[config.mk]
export PLATFORM = sky130hd
export DESIGN_NAME = alu_seq_pipe
export DESIGN_NICKNAME = d
export VERILOG_FILES = /design/src/rtl/alu_pkg.sv /design/src/rtl/alu_mul_iter.sv /design/src/rtl/alu_seq_pipe.sv
export SDC_FILE = /design/constraint.sdc
export NUM_CORES = 2
export LEC_CHECK = 0
export CAP_MARGIN = 20
export CORE_ASPECT_RATIO = 1.1
export CORE_MARGIN = 3
export CORE_UTILIZATION = 55
export CTS_CLUSTER_SIZE = 28
export DETAILED_ROUTE_END_ITERATION = 6
export GPL_TIMING_DRIVEN = 0
export PLACE_DENSITY = 0.77
export SLEW_MARGIN = 20
export SYNTH_ARGS = -nofsm -noshare
export SYNTH_HDL_FRONTEND = slang
export SYNTH_HIERARCHICAL = 1
export SYNTH_SLANG_ARGS = --single-unit
[constraint.sdc]
create_clock -name clk -period 5.3 [get_ports clk]
set_input_delay 0.53 -clock clk [delete_from_list [all_inputs] [get_ports clk]]
set_output_delay 0.53 -clock clk [all_outputs]
set_load 0.02 [all_outputs]
[src/rtl/alu_pkg.sv]
// Shared opcode encoding, FSM state type and flag bit positions for the sequential ALU.
package alu_pkg;

    localparam logic [3:0] OP_ADD   = 4'd0;
    localparam logic [3:0] OP_SUB   = 4'd1;
    localparam logic [3:0] OP_AND   = 4'd2;
    localparam logic [3:0] OP_OR    = 4'd3;
    localparam logic [3:0] OP_NOR   = 4'd4;
    localparam logic [3:0] OP_MUL   = 4'd5;
    localparam logic [3:0] OP_SLL   = 4'd6;
    localparam logic [3:0] OP_SLTU  = 4'd7;
    localparam logic [3:0] OP_MAX   = 4'd8;
    localparam logic [3:0] OP_PASSB = 4'd9;
    localparam logic [3:0] OP_SLT   = 4'd10;
    localparam logic [3:0] OP_MAXS  = 4'd11;
    localparam logic [3:0] OP_SRA   = 4'd12;

    typedef enum logic [0:0] {
        IDLE     = 1'b0,
        MUL_BUSY = 1'b1
    } state_e;

    localparam int FLAG_CARRY = 0;
    localparam int FLAG_ZERO  = 1;
    localparam int FLAG_SIGN  = 2;
    localparam int NUM_FLAGS  = 3;

endpackage

[src/rtl/alu_mul_iter.sv]
// Iterative shift-add multiplier: retires MUL_BITS multiplier bits per cycle, the first
// chunk on the start cycle itself, and pulses done once the full 2*WIDTH product is ready.
module alu_mul_iter
    import alu_pkg::*;
#(
    parameter int WIDTH    = 64,
    parameter int MUL_BITS = 1
) (
    input  logic                 clk,
    input  logic                 rst,
    input  logic                 start,
    input  logic [WIDTH-1:0]     op_a,
    input  logic [WIDTH-1:0]     op_b,
    output logic [2*WIDTH-1:0]   product,
    output logic                 done
);

    localparam int STEPS = WIDTH / MUL_BITS;
    localparam int CW    = $clog2(STEPS + 1);
    localparam logic [CW-1:0] LAST_COUNT = CW'(STEPS - 1);

    logic [2*WIDTH-1:0] acc_q, acc_d;
    logic [2*WIDTH-1:0] mcand_q, mcand_d;
    logic [WIDTH-1:0]   mplier_q, mplier_d;
    logic [CW-1:0]      count_q, count_d;
    logic               done_q, done_d;

    logic [2*WIDTH-1:0] src_acc;
    logic [2*WIDTH-1:0] src_mcand;
    logic [WIDTH-1:0]   src_mplier;
    logic [2*WIDTH-1:0] partial;
    logic               stepping;

    // On start the operands bypass the registers so the first chunk is retired immediately.
    always_comb begin
        src_acc    = acc_q;
        src_mcand  = mcand_q;
        src_mplier = mplier_q;
        if (start) begin
            src_acc    = '0;
            src_mcand  = {{WIDTH{1'b0}}, op_a};
            src_mplier = op_b;
        end

        stepping = start || (count_q != '0);

        partial = '0;
        for (int i = 0; i < MUL_BITS; i++) begin
            if (src_mplier[i]) begin
                partial = partial + (src_mcand << i);
            end
        end

        acc_d    = acc_q;
        mcand_d  = mcand_q;
        mplier_d = mplier_q;
        count_d  = count_q;
        done_d   = 1'b0;
        if (stepping) begin
            acc_d    = src_acc + partial;
            mcand_d  = src_mcand << MUL_BITS;
            mplier_d = src_mplier >> MUL_BITS;
            count_d  = start ? LAST_COUNT : (count_q - CW'(1));
            done_d   = (count_d == '0);
        end
    end

    always_ff @(posedge clk) begin
        if (rst) begin
            acc_q    <= '0;
            mcand_q  <= '0;
            mplier_q <= '0;
            count_q  <= '0;
            done_q   <= 1'b0;
        end else begin
            acc_q    <= acc_d;
            mcand_q  <= mcand_d;
            mplier_q <= mplier_d;
            count_q  <= count_d;
            done_q   <= done_d;
        end
    end

    assign product = acc_q;
    assign done    = done_q;

endmodule

[src/rtl/alu_seq_pipe.sv]
// Handshaked ALU with registered result/flags and an iterative multiplier.
// Define ALU_SIGNED_OPS_EN to add the signed opcodes SLT, MAXS and SRA.
module alu_seq_pipe
    import alu_pkg::*;
#(
    parameter  int WIDTH    = 64,
    parameter  int MUL_BITS = 1,
    localparam int SHW      = $clog2(WIDTH)
) (
    input  logic             clk,
    input  logic             rst,
    input  logic             in_valid,
    output logic             in_ready,
    input  logic [3:0]       opcode,
    input  logic [WIDTH-1:0] input1,
    input  logic [WIDTH-1:0] input2,
    input  logic [SHW-1:0]   shiftValue,
    output logic             out_valid,
    input  logic             out_ready,
    output logic [WIDTH-1:0] result,
    output logic             carryFlag,
    output logic             zeroFlag,
    output logic             signFlag
);

    state_e                 state_q, state_d;
    logic                   out_valid_q, out_valid_d;
    logic [WIDTH-1:0]       result_q, result_d;
    logic [NUM_FLAGS-1:0]   flags_q, flags_d;

    logic                   accept;
    logic                   is_mul;
    logic                   mul_start;
    logic                   mul_done;
    logic [2*WIDTH-1:0]     mul_product;

    logic [WIDTH-1:0]       alu_result;
    logic                   alu_carry;
    logic [WIDTH:0]         sum;
    logic [WIDTH:0]         sll_ext;
`ifdef ALU_SIGNED_OPS_EN
    logic signed [WIDTH:0]  sra_ext;
    logic                   lt_signed;
`endif

    logic                   wb_en;
    logic [WIDTH-1:0]       wb_result;
    logic                   wb_carry;

    assign in_ready  = (state_q == IDLE) && (!out_valid_q || out_ready);
    assign accept    = in_valid && in_ready;
    assign is_mul    = (opcode == OP_MUL);
    assign mul_start = accept && is_mul;

    alu_mul_iter #(
        .WIDTH    (WIDTH),
        .MUL_BITS (MUL_BITS)
    ) u_mul (
        .clk     (clk),
        .rst     (rst),
        .start   (mul_start),
        .op_a    (input1),
        .op_b    (input2),
        .product (mul_product),
        .done    (mul_done)
    );

    // The extra guard bit on each shift captures the last bit shifted out as the carry.
    always_comb begin
        sum     = {1'b0, input1} + {1'b0, input2};
        sll_ext = {1'b0, input1} << shiftValue;
`ifdef ALU_SIGNED_OPS_EN
        sra_ext   = $signed({input1, 1'b0}) >>> shiftValue;
        lt_signed = $signed(input1) < $signed(input2);
`endif
        alu_result = '0;
        alu_carry  = 1'b0;
        case (opcode)
            OP_ADD: begin
                alu_result = sum[WIDTH-1:0];
                alu_carry  = sum[WIDTH];
            end
            OP_SUB: begin
                alu_result = input1 - input2;
                alu_carry  = (input1 < input2);
            end
            OP_AND:   alu_result = input1 & input2;
            OP_OR:    alu_result = input1 | input2;
            OP_NOR:   alu_result = ~(input1 | input2);
            OP_SLL: begin
                alu_result = sll_ext[WIDTH-1:0];
                alu_carry  = sll_ext[WIDTH];
            end
            OP_SLTU:  alu_result = {{(WIDTH-1){1'b0}}, (input1 < input2)};
            OP_MAX:   alu_result = (input1 > input2) ? input1 : input2;
            OP_PASSB: alu_result = input2;
`ifdef ALU_SIGNED_OPS_EN
            OP_SLT:   alu_result = {{(WIDTH-1){1'b0}}, lt_signed};
            OP_MAXS:  alu_result = lt_signed ? input2 : input1;
            OP_SRA: begin
                alu_result = sra_ext[WIDTH:1];
                alu_carry  = sra_ext[0];
            end
`endif
            default: begin
                alu_result = '0;
                alu_carry  = 1'b0;
            end
        endcase
    end

    always_comb begin
        state_d     = state_q;
        out_valid_d = out_valid_q && !out_ready;
        result_d    = result_q;
        flags_d     = flags_q;

        wb_en     = 1'b0;
        wb_result = alu_result;
        wb_carry  = alu_carry;

        if (accept && !is_mul) begin
            wb_en = 1'b1;
        end
        if (mul_start) begin
            state_d = MUL_BUSY;
        end
        if ((state_q == MUL_BUSY) && mul_done) begin
            state_d   = IDLE;
            wb_en     = 1'b1;
            wb_result = mul_product[WIDTH-1:0];
            wb_carry  = |mul_product[2*WIDTH-1:WIDTH];
        end

        if (wb_en) begin
            out_valid_d         = 1'b1;
            result_d            = wb_result;
            flags_d[FLAG_CARRY] = wb_carry;
            flags_d[FLAG_ZERO]  = (wb_result == '0);
            flags_d[FLAG_SIGN]  = wb_result[WIDTH-1];
        end
    end

    always_ff @(posedge clk) begin
        if (rst) begin
            state_q     <= IDLE;
            out_valid_q <= 1'b0;
            result_q    <= '0;
            flags_q     <= '0;
        end else begin
            state_q     <= state_d;
            out_valid_q <= out_valid_d;
            result_q    <= result_d;
            flags_q     <= flags_d;
        end
    end

    assign out_valid = out_valid_q;
    assign result    = result_q;
    assign carryFlag = flags_q[FLAG_CARRY];
    assign zeroFlag  = flags_q[FLAG_ZERO];
    assign signFlag  = flags_q[FLAG_SIGN];

endmodule

==> results, run 1 <==
- Across every metal layer, demand over resource in global routing totals approximately three quarters.
- Synthesis inferred slightly below 400 register bits.
- The cell area after placement is 47800 um^2.
- After synthesis, the mean cell area works out to 6.80 um^2.
- The clock drives 394 sinks.
- The total clock buffers created by CTS is 46.
- The starting density of the core is 55.8%.
- The Yosys step of the flow raised 6 warnings.
- Port buffering added between 200 and 250 buffers.
- Measured along the x axis, the die boundary spans ~280 um.
- The count of H-tree levels built during CTS is 2.
- Timing analysis after detailed placement gives a worst setup slack of -4.56 ns.
- Pin placement for this block handled about 210 I/O pins.
- After synthesis, the share of flip-flops with an asynchronous set or reset is 0%.
- Summing the sequential cell areas from Yosys gives about 18% of the chip area.
- The most used flip-flop cell after synthesis is sky130_fd_sc_hd__dfxtp_1.
- In this run the core area contains about 110 standard-cell rows.
- The post-synthesis cell count is 6511.
- The area of the mapped netlist is 44300 um^2.
- The clock passes through at most 3 buffers.
- The number of enable flip-flop cells after synthesis is 0.
- The cell chosen for the clock root is sky130_fd_sc_hd__clkbuf_16.
- It got as far as global routing and failed there.
- The global-route repair_timing pass left the worst setup endpoint at u_mul/product[125]$_SDFFE_PP0N_/D.
- After synthesis, the netlist uses 104 different library cells.
- The wire-length estimate of the detail-placed layout is approximately 210000 um.
- The floorplan step set the die height to 304 um.
- The worst-path endpoint category is a register input.
- The overflow left after global routing is about 130.
- The number of nets handed over by synthesis was about 7000.
- The run stopped with a tool error.
- Entering global routing, the biggest net connects 15 pins.
- The global placement routability congestion is 1.29.
- The first error in the log reads "[ERROR GRT-0232] Routing congestion too high. Check the congestion heatmap in the GUI".
-- logic make-up after synthesis --
family / count (synthesis) / share of synthesized area (%)
AO/OA/AOI/OAI: 2142 / 30.7
XOR/XNOR: 154 / 3.05
adder cells (fa/ha/maj): 323 / 9.18
buffers and inverters: 742 / 6.48
flip-flops: 394 / 17.8
multiplexers: 265 / 7.39
AND/OR/NAND/NOR: 2491 / 25.4
-- stage by stage --
step	hold WS (ns)	util [%]	instances
2_1_floorplan	0.427	-	6511
3_3_place_gp	0.438	60.1	7762
3_5_place_dp	0.452	60.3	7771
4_1_cts	0.389	64.3	7871
-- cell usage after synthesis, drive strengths merged (13+ instances only) --
cell	instances	area (um^2)
or2	23	144
a221oi	52	462
a31oi	53	347
o22ai	26	163
a211oi	83	651
a221o	18	180
and2	80	500
xnor2	104	911
o31ai	54	410
inv	262	983
and4	13	114
o211ai	91	683
a21oi	889	4460
a21o	107	803
o2111ai	26	234
xor2	50	438
o21a	40	300
nor4	73	457
a22oi	74	556
and3	27	169
mux4	45	1010
clkbuf	382	1430
buf	96	443
nand4	101	632
or3	25	156
o21bai	66	495
nand2	1002	3760
nor3	134	676
nor2	667	2500
nand3	102	515
nand2b	34	213
nor2b	164	1030
mux2	45	507
a21boi	19	146
a211o	16	140
mux2i	175	1750
dfxtp	394	7890
o221ai	47	412
o311ai	17	174
o21ai	318	1600
ha	320	4000
-- layer usage --
layer	global-route usage, %	overflow
met5	21.9	0
met4	76.1	55
met3	55.5	2
met2	92.1	76
met1	74.1	1
-- timing repair --
action	4_1_cts
buffers inserted	57
pin swaps	55
gates resized for setup	480
setup endpoints to repair	217
cloned	1
hold buffers	0
==> inputs of run 2 (changes only) <==
--- a/config.mk
+++ b/config.mk
@@ -6,13 +6,11 @@
 export NUM_CORES = 2
 export LEC_CHECK = 0
 export CAP_MARGIN = 20
-export CORE_ASPECT_RATIO = 1.1
 export CORE_MARGIN = 3
-export CORE_UTILIZATION = 55
-export CTS_CLUSTER_SIZE = 28
+export CORE_UTILIZATION = 40
 export DETAILED_ROUTE_END_ITERATION = 6
 export GPL_TIMING_DRIVEN = 0
-export PLACE_DENSITY = 0.77
+export PLACE_DENSITY_LB_ADDON = 0.15
 export SLEW_MARGIN = 20
 export SYNTH_ARGS = -nofsm -noshare
 export SYNTH_HDL_FRONTEND = slang
==> constraint.sdc (replaced) <==
create_clock -name clk -period 6.89 [get_ports clk]
set_input_delay 0.689 -clock clk [delete_from_list [all_inputs] [get_ports clk]]
set_output_delay 0.689 -clock clk [all_outputs]
set_load 0.02 [all_outputs]
==> results, run 2 <==
- The run finished, with violations left.
- The checks that failed: DRC, setup timing.
- The total clock buffers created by CTS is 51 (+11%).
- The share of the synthesized area in the top cell type is 17.8% (unchanged).
- The library cells used most frequently in the layout, excluding fill and tap cells, are 1000 x sky130_fd_sc_hd__nand2_1, 879 x sky130_fd_sc_hd__a21oi_1, 659 x sky130_fd_sc_hd__nor2_1, 394 x sky130_fd_sc_hd__dfxtp_1, 349 x sky130_fd_sc_hd__clkbuf_1.
- The count of endpoints failing hold in the final timing report came to 0.
- The pre-antenna-repair detailed-routing pass consisted of 7 iterations.
- Global routing used 46.7% of the available tracks.
- The average routed wire per standard cell is 34.0 um.
- Max-cap violations in this run came to 0.
- STA puts the critical path data arrival time at between 8 and 9 ns.
- The layout filler cell count is ~12000.
- The post-synthesis cell count was 6511 (unchanged).
- The critical-path cell with the highest stage delay is sky130_fd_sc_hd__clkdlybuf4s50_1.
- At the later pin of the worst-skew pair, clock insertion delay measures 0.71 ns.
- The number of ports placed on the die boundary is 211 (unchanged).
- The power share of the sequential group is about a quarter.
- The number of enable flip-flop cells after synthesis is 0 (unchanged).
- At the pin with the least slew margin, the transition time is between 1 and 1.5 ns.
- The critical path goes through clkdlybuf4s50_1, inv_1, ha_1, nor4_2, and2_1, nand4_1, nor2_1, o21ai_1, a31oi_4, buf_2, mux2i_1, o21ai_0, nor4_1, nand4_1, nor4_4, nand4_1, nor4_1, a31o_1.
- The most used flip-flop cell after synthesis is sky130_fd_sc_hd__dfxtp_1.
- The flip-flop count of the largest register, all copies and words added is approximately 130.
- The count of buffers inserted at the top-level ports is 206 (unchanged).
- The net switching power of the design is between 4 and 5 mW.
- The number of nets with antenna violations after detailed routing is 0.
- The floorplan die width came to 339 um (+22%).
- For this run, the slowest stage of the critical path takes 1.04 ns.
- Power spread over the standard cell area amounts to 195 nW/um^2.
- The half-perimeter wire length of the detailed placement result is 225000 um (+8.9%).
- The worst setup path is launched from a primary input.
- The count of unresolved DRC violations after routing is 11.
- The first-pass GRT wire length is approximately 390000 um.
- The cell area after placement was 48500 um^2 (+1.4%).
- TritonCTS built the clock tree.
- The commonest non-fill, non-tap cell in the layout is sky130_fd_sc_hd__nand2_1.
- The mean instance size in the synthesized netlist is 6.80 um^2 (unchanged).
- The final cell area excluding filler cells is between 50000 and 60000 um^2.
- The count of H-tree levels built during CTS came to 2 (unchanged).
- The number of rows created at floorplan is 121 (+12%).
- The worst setup path is captured at a register.
- After detailed routing, the number of vias per cell comes to between 6 and 7.
- The static leakage is just under 20 nW.
- The maximum fanout along the worst path is 10.
- In the post-route analysis, the smallest setup slack over all paths is -0.520 ns.
- Net switching is approximately half of the power.
- The number of nets produced by synthesis is 6976 (unchanged).
- The worst endpoint required time is approximately 7.5 ns.
- The proportion of synthesized flip-flops having asynchronous set or reset is 0% (unchanged).
- The final-report setup violation count is 1.
- The initial antenna violation count is 25.
- The total length of routed wires is about 280000 um.
- The global placement routability congestion is 1.18 (-8.8%).
- The largest net degree at the start of global routing is 17.
- The type of the worst setup path is in2reg.
- The number of global-route vias before repair is 51600.
- Ranked by total cell area, the synthesized netlist is headed by sky130_fd_sc_hd__dfxtp_1 18%, sky130_fd_sc_hd__a21oi_1 10%, sky130_fd_sc_hd__ha_1 9.0%.
- The die extent in y is 339 um (+12%).
- The maximum count of clock buffers along a single path is 3 (unchanged).
- The share of post-route cells with drive strength above 1 is roughly 6.3%.
- The total number of nets in the final design is approximately 7300.
- The cell chosen for the clock root is sky130_fd_sc_hd__clkbuf_16.
- The total power is 9.94 mW.
- Between clock sinks in the finished design, the worst skew comes to about 0.032 ns.
- The number of library cell types mapped by synthesis came to 104 (unchanged).
- In this run, the number of DRC markers left after iteration 0 of detailed routing was between 7000 and 8000.
- The count of pins over their slew limit is 0.
- For flop-to-flop paths, the worst setup slack is 0.11 ns.
- The final cell utilization of the core is a little under half.
- Global routing consumed, on the met2 layer, between 70% and 80% of the routing resources.
- In this run the worst hold path is classified as reg2reg.
- The portion of total power attributed to combinational logic is between 40% and 50%.
- The total die area is about 110000 um^2.
- The clock input transition at the sequential cells of the worst setup and hold paths is 0.06 ns.
- The highest clock frequency the design can meet is 135 MHz.
- The met3 usage is between 10% and 20%.
- The starting density of the core is 40.5% (-15 points).
- Setup repair after global routing could not meet its margin everywhere.
- The post-route non-filler standard cell count is approximately 8300.
- The most repeated cell in the gate-level netlist after synthesis is sky130_fd_sc_hd__nand2_1.
- Cell internal power was estimated by the tool at 5.13 mW.
- The cell count after placement is 8208 (+5.6%).
- The number of synthesized register bits is 394 (unchanged).
- The number of clock sinks was 394 (unchanged).
- Counting instances in the post-synthesis netlist gives the leading cell types as 1002 x sky130_fd_sc_hd__nand2_1, 886 x sky130_fd_sc_hd__a21oi_1, 667 x sky130_fd_sc_hd__nor2_1.
- The clock network is responsible for a little under 30% of the overall power.
- The area overhead of the layout relative to synthesis is 15.0%.
- Headroom to the max-slew limit came out at under 10%.
- The most crowded layer after global routing is met2.
- The sequential fraction of the synthesis area is 17.8% (unchanged).
- The shortest clock period the worst path allows after layout is between 7 and 8 ns.
- The region available for standard cell placement spans roughly 110000 um^2.
- The share of the clock period used by the worst path is 108%.
- IR analysis of the VDD net gives a maximum drop of approximately 0.22 mV.
- The number of synthesis warnings is 6 (unchanged).
- The area of the mapped netlist is 44300 um^2 (unchanged).
- The most used cell along the critical path is sky130_fd_sc_hd__nand4_1.
- The largest total area in the synthesized netlist belongs to sky130_fd_sc_hd__dfxtp_1.
- Across all layers, the routed design uses around 56000 vias.
- The overflow left after global routing is 0.
- The met1 layer usage reported by global route is 53.3%.
run 2: area by class of cell:
| class | count | area [um^2] | share of cell area [%] |
|---|---|---|---|
| multi-input cells | 5375 | 34000 | 66.7 |
| flip-flops and latches | 394 | 7890 | 15.5 |
| repair buffers | 236 | 2430 | 4.78 |
| plain buffers | 476 | 1990 | 3.90 |
| well taps | 1476 | 1850 | 3.63 |
| clock buffers | 73 | 1430 | 2.81 |
| inverters | 264 | 991 | 1.95 |
| clock inverters | 19 | 333 | 0.653 |
| diodes | 14 | 35.0 | 0.0688 |
run 2: path summary, 6_finish.rpt:
check | startpoint | to | cells past startpoint
max | input1[44] | flags_q[1] | 18
min | u_mul/mcand_q[96] | u_mul/mcand_q[97] | 2
max reg2reg | state_q | u_mul/product[120] | 23
min reg2reg | u_mul/mcand_q[96] | u_mul/mcand_q[97] | 2
run 2: timing repair:
action | 4_1_cts | 5_1_grt
hold buffers | 0 | 0
gates resized for setup | 78 | 67
pin swaps | 6 | 8
setup buffers | 8 | 4
setup endpoints to repair | 128 | 52
run 2: critical path, delay by kind of cell:
family | cells | cell delay [ns]
simple gates | 9 | 3.31
buf+inv | 3 | 2.07
fa+ha+maj | 1 | 0.53
mux | 1 | 0.24
compound gates | 4 | 1.13
run 2: cells by family (layout without fill, tap and decap cells):
family          Yosys count  count (layout)  synth area share [%]
simple gates           2491            2491                  25.4
compound gates         2142            2142                  30.7
fa+ha+maj               323             323                  9.18
mux                     265             265                  7.39
buf+inv                 742            1068                  6.48
xor+xnor                154             154                  3.05
flops                   394             394                  17.8
other cells               0              14                     0
run 2: metal layers:
metal,part of all wire (%),vias to the layer above,routed length (um)
li1,-,24100,-
met1,36,26500,102000
met2,42,3737,118000
met3,12,1194,32800
met4,11,28,29900
met5,0.065,-,185
run 2: through the flow:
step | TNS [ns] | hold WS, ns | setup WS, ns
after floorplan | 0 | 0.427 | 1.13
after global placement | -341.86 | 0.439 | -3.88
after detailed placement | -320.40 | 0.449 | -3.75
after CTS | 0 | 0.457 | 0.00292
after global routing | -0.0419 | 0.473 | -0.0419
final | -0.520 | 0.454 | -0.520
run 2: power groups by stage:
stage | clock network (mW) | logic, mW | registers, mW
2_1_floorplan | 0 | 2.20 | 2.51
3_3_place_gp | 0 | 4.20 | 2.53
3_5_place_dp | 0 | 4.28 | 2.53
4_1_cts | 2.94 | 4.30 | 2.48
5_1_grt | 3.03 | 4.62 | 2.49
6_report | 2.90 | 4.55 | 2.49
(Power assumes the default switching activity.)
